File: config.mk
export PLATFORM = sky130hd
export DESIGN_NAME = ctrl_fsm
export DESIGN_NICKNAME = d
export VERILOG_FILES = /design/src/rtl/ctrl_fsm.sv
export SDC_FILE = /design/constraint.sdc
export NUM_CORES = 1
export LEC_CHECK = 0
export ABC_CLOCK_PERIOD_IN_PS = 2400
export CAP_MARGIN = 20
export CORE_ASPECT_RATIO = 0.9
export CORE_MARGIN = 5
export CORE_UTILIZATION = 32
export DETAILED_ROUTE_END_ITERATION = 10
export GPL_TIMING_DRIVEN = 0
export MAX_ROUTING_LAYER = met4
export PLACE_DENSITY_LB_ADDON = 0.05
export SYNTH_ARGS = -nofsm -noshare
export SYNTH_HDL_FRONTEND = slang
export SYNTH_SLANG_ARGS = --single-unit
File: constraint.sdc
create_clock -name clk -period 2.4 [get_ports clk]
set_input_delay 0.48 -clock clk [delete_from_list [all_inputs] [get_ports clk]]
set_output_delay 0.48 -clock clk [all_outputs]
set_load 0.02 [all_outputs]
File: src/rtl/ctrl_fsm.sv
// ctrl_fsm: hardwired fetch/decode/execute sequencer; clk/reset/run/ir in, datapath strobes + alu_op/halted/state out
module ctrl_fsm (
  input  logic        clk,
  input  logic        reset,
  input  logic        run,
  input  logic [31:0] ir,
  output logic        pc_out,
  output logic        pc_in,
  output logic        inc_pc,
  output logic        mar_in,
  output logic        mdr_in,
  output logic        mdr_out,
  output logic        read,
  output logic        write,
  output logic        ir_in,
  output logic        y_in,
  output logic        z_in,
  output logic        z_low_out,
  output logic        c_out,
  output logic        gra,
  output logic        grb,
  output logic        grc,
  output logic        r_in,
  output logic        r_out,
  output logic        ba_out,
  output logic [3:0]  alu_op,
  output logic        halted,
  output logic [3:0]  state
);
  localparam logic [4:0] OP_LD   = 5'b00000;
  localparam logic [4:0] OP_LDI  = 5'b00001;
  localparam logic [4:0] OP_ST   = 5'b00010;
  localparam logic [4:0] OP_ADD  = 5'b00011;
  localparam logic [4:0] OP_SUB  = 5'b00100;
  localparam logic [4:0] OP_AND  = 5'b00101;
  localparam logic [4:0] OP_OR   = 5'b00110;
  localparam logic [4:0] OP_HALT = 5'b11011;
  localparam logic [3:0] S_IDLE = 4'd0;
  localparam logic [3:0] S_T0   = 4'd1;
  localparam logic [3:0] S_T1   = 4'd2;
  localparam logic [3:0] S_T2   = 4'd3;
  localparam logic [3:0] S_T3   = 4'd4;
  localparam logic [3:0] S_T4   = 4'd5;
  localparam logic [3:0] S_T5   = 4'd6;
  localparam logic [3:0] S_T6   = 4'd7;
  localparam logic [3:0] S_T7   = 4'd8;
  localparam logic [3:0] S_HALT = 4'd9;
  localparam logic [3:0] ALU_AND = 4'b0000;
  localparam logic [3:0] ALU_OR  = 4'b0001;
  localparam logic [3:0] ALU_ADD = 4'b0010;
  localparam logic [3:0] ALU_SUB = 4'b0011;
  logic [3:0] state_q, state_d, next_instr;
  logic [4:0] op;
  logic       unused_ir;
  logic       is_ld, is_ldi, is_st, is_alu, is_halt, is_imm, is_mem;
  logic       t0, t1, t2, t3, t4, t5, t6, t7;
  assign op        = ir[31:27];
  assign unused_ir = ^ir[26:0];
  assign is_ld     = op == OP_LD;
  assign is_ldi    = op == OP_LDI;
  assign is_st     = op == OP_ST;
  assign is_alu    = op == OP_ADD || op == OP_SUB || op == OP_AND || op == OP_OR;
  assign is_halt   = op == OP_HALT;
  assign is_imm    = is_ld | is_ldi | is_st;
  assign is_mem    = is_ld | is_st;
  assign next_instr = run ? S_T0 : S_IDLE;
  always_comb begin
    state_d = S_IDLE;
    case (state_q)
      S_IDLE: state_d = run ? S_T0 : S_IDLE;
      S_T0:   state_d = S_T1;
      S_T1:   state_d = S_T2;
      S_T2:   state_d = S_T3;
      S_T3:   state_d = is_halt ? S_HALT : (is_imm | is_alu) ? S_T4 : next_instr;
      S_T4:   state_d = S_T5;
      S_T5:   state_d = is_mem ? S_T6 : next_instr;
      S_T6:   state_d = S_T7;
      S_T7:   state_d = next_instr;
      S_HALT: state_d = S_HALT;
      default: state_d = S_IDLE;
    endcase
  end
  always_ff @(posedge clk) begin
    if (reset) state_q <= S_IDLE;
    else state_q <= state_d;
  end
  assign t0 = state_q == S_T0;
  assign t1 = state_q == S_T1;
  assign t2 = state_q == S_T2;
  assign t3 = state_q == S_T3;
  assign t4 = state_q == S_T4;
  assign t5 = state_q == S_T5;
  assign t6 = state_q == S_T6;
  assign t7 = state_q == S_T7;
  always_comb begin
    pc_out    = t0;
    inc_pc    = t0;
    mar_in    = t0 | (t5 & is_mem);
    z_in      = t0 | (t4 & (is_imm | is_alu));
    pc_in     = t1;
    read      = t1 | (t6 & is_ld);
    mdr_in    = t1 | (t6 & is_mem);
    z_low_out = t1 | (t5 & (is_imm | is_alu));
    mdr_out   = t2 | (t7 & is_ld);
    ir_in     = t2;
    grb       = t3 & (is_imm | is_alu);
    y_in      = t3 & (is_imm | is_alu);
    ba_out    = t3 & is_imm;
    c_out     = t4 & is_imm;
    grc       = t4 & is_alu;
    r_out     = ((t3 | t4) & is_alu) | (t6 & is_st);
    gra       = (t5 & (is_ldi | is_alu)) | (t6 & is_st) | (t7 & is_ld);
    r_in      = (t5 & (is_ldi | is_alu)) | (t7 & is_ld);
    write     = t7 & is_st;
    alu_op    = (t0 | (t4 & is_imm)) ? ALU_ADD :
                !(t4 & is_alu)       ? 4'b0000 :
                op == OP_SUB         ? ALU_SUB :
                op == OP_AND         ? ALU_AND :
                op == OP_OR          ? ALU_OR  : ALU_ADD;
    halted    = state_q == S_HALT;
    state     = state_q;
  end
endmodule

==> run metrics <==
status=completed; Critical Path Start Type=input pin; ratio of final minimum period to clock period=99.92%; xor and xnor fraction of the mapped netlist area=under 10%; Sink Count=4; most used cell, CP=nor2_2; Worst Hold Path EP=state[3]; Clock power frac=22.6%; DRT Pass-1 Iters=4; # IOs=between 60 and 70; pin count of the biggest net entering global routing=11; Routed Antenna Nets=0; cell taking the most area after synthesis=dfxtp_1; largest fanout on the critical path=4; via density per instance=between 5 and 6; CP max stage delay=~0.36 ns; post-synthesis mux area share=1.512%; Pleak=between 0.0005 and 0.0006 uW; Peak VDD IR=about 0.32 mV; gp weighted congestion=0.8663; FF-to-FF End=state[0]; family with the most delay on the worst path=simple AND/OR/NAND/NOR gates; max reg flops=4; Register-to-Register Path Depth=5; Max Cap Viol=0; Starting Density=approximately 34%; Rows=15; worst hold path class=in -> reg; Setup crit end kind=output port; layout cells sized above 1=32.12%; Final HPWL DP=between 1.5 and 2 mm; PortBufs=32; cell area after synthesis=661.9 um^2; Post-synth EDFFs=0; setup ws final=0.002007 ns; Mean Syn Cell Area=7.041 um^2; Synth Area in Compound Gates=a little over a fifth; pre-CTS WS=-0.7441 ns; crit-path cells=dlygate4sd2_1, nor2_2, nand2_1, or3_1, nor2_2, buf_4, clkdlybuf4s15_2; Critical R2R Launch=state[2]; Slew Limit Fails=0; RSZ-0062 raised after global routing=yes; top cells by area, synth=dfxtp_1 (12%), nor2_1 (6.2%), buf_4 (5.7%); hold path start=ir[27]; CTS tree=yes; Core Box Area=between 0.0015 and 0.002 mm^2; post-synthesis adder-cell area fraction=0%; WL per Instance=13.17 um; WP buf/inv=3; grt ovf=0; clk slew on worst S/H paths=roughly 0.040 ns; Num CTS Buffers=3; Longest Clk Path Bufs=2; CP max stage cell=or3_1; H-tree Lvls=1; Post-Synthesis Cells=94; part of the power in registers=around a fifth; DR DRC count=0; YS warnings=0; final hold violation count=0; switch share=39.82%; setup TNS=0 ns; worst path required time=1.92 ns; R2R setup slack=about 1 ns; chip width=~58 um; kind of critical path=in -> out; Root Driver=clkbuf_4; Synth-to-Final Area Change=65.03%; clk_lat worst skew=0.24 ns; Most used DFF post-synth=dfxtp_1; GR Util All Layers=about 14%; Vert. Die Dim=53.15 um; routed vias=839; min Tclk post-route=2.398 ns; cell internal pwr=222.8 uW; first-pass GRT wire length=around 3.4 mm; hold path cells=4; Die ar.=roughly 0.0031 mm^2; post-synthesis sequential area ratio=12.10%; final setup violation count=0; initial antenna violation count=0; vias in the first global route=751; Synth Area in Simple Gates=45.56%; Max Fclk=417.0 MHz; Async SR Flop Fraction=0%; total detailed-routing wirelength=2.133 mm; layout net count=174; post-synth cell types=41; Yosys top cell area share=between 10% and 20%; Gate power share=56.6%; antenna cells=0; Net Switching=147.5 uW; Pwr per Cell Area=339.0 mW/mm^2; CP arrival=approximately 1.9 ns; post-synthesis sequential element count=4; Iteration-0 DRC Markers=10; skew final=0.006822 ns; largest family of logic cells by synthesized area=simple AND/OR/NAND/NOR gates
## Yosys cell counts (2+ instances only)
library cell,n
a21oi_1,5
a32oi_1,2
and2_1,2
and2b_2,2
and3_1,2
buf_4,5
buf_6,2
clkbuf_8,2
dfxtp_1,4
inv_1,5
nand2_1,8
nand3_1,2
nand4_1,3
nor2_1,11
nor2b_1,3
nor3_1,4
nor3b_1,3
o21a_1,2
o21ai_0,4
o21bai_1,2
## cell usage in the layout (no fill, tap or decap), types with 4 or more instances in the layout
master,count
clkbuf_2,4
clkdlybuf4s50_1,10
nor2_1,9
buf_4,14
dlygate4sd2_1,8
a21oi_1,5
inv_1,5
nand2_1,8
## layer usage
| metal | share of wire [%] | up-vias | GRT usage (%) |
|---|---|---|---|
| met5 | 0 | - | - |
| met4 | 0 | 0 | 2.317 |
| met1 | 50 | 397 | 18.94 |
| met3 | 4.7 | 0 | 3.415 |
| met2 | 46 | 27 | 21.62 |
| li1 | - | 415 | - |
## how the worst max path moves through the flow
| stage | end | depth (start not counted) | start |
|---|---|---|---|
| after global placement | gra | 5 | ir[28] |
| after CTS | gra | 5 | ir[28] |
| after floorplan | gra | 5 | state[2] |
| after global routing | y_in | 7 | ir[31] |
| final | y_in | 7 | ir[31] |
| after detailed placement | gra | 5 | ir[28] |
## metrics by stage
step	total power [uW]	instance area, um^2	std cells	hold slack, ns	utilization [%]
6_report	370.3	1092	162	0.6729	55.96
5_1_grt	397.2	1092	162	0.7224	55.96
4_1_cts	368.1	1069	158	0.6746	54.74
3_5_place_dp	283.4	1017	152	0.6885	52.12
3_3_place_gp	283.7	1017	152	0.6812	52.12
2_1_floorplan	201.9	665.6	95	0.5491	-
## timing repair
action,CTS,global route
endpoints found under the hold margin,0,0
setup buffers,3,4
pin swaps,5,3
hold buffers,0,0
cloned,0,0
resized for setup,45,20
endpoints found under the setup margin,19,18
## final cells by class
class | instances | area, um^2
buffer | 11 | 103.9
clock buffer | 3 | 22.52
fill | 209 | 859.6
inverter | 5 | 18.77
multi-input combinational | 75 | 491.7
sequential | 4 | 83.83
tap | 25 | 31.28
timing repair buffer | 39 | 340.3
## logic make-up after synthesis
| family | count (synthesis) |
|---|---|
| xor gates and xnor gates | 1 |
| muxes | 1 |
| other | 1 |
| and+or+nand+nor | 51 |
| buffers and inverters | 16 |
| DFF | 4 |
| AOI/OAI and AO/OA | 20 |
## power groups by stage
stage / Combinational [uW] / Sequential, uW / Clock (uW)
after floorplan: 120 / 82.0 / 0
after global placement: 206 / 77.4 / 0
after detailed placement: 206 / 77.5 / 0
after CTS: 205 / 76.4 / 87.0
after global routing: 225 / 77.6 / 94.9
final: 209 / 77.3 / 83.6
## worst min-delay path, stage by stage
cell and delay (ns):
buf_6 0.12, nand4_1 0.10, or4_1 0.11, a21oi_1 0.05
Note: power is estimated with default switching activity, not from simulation.
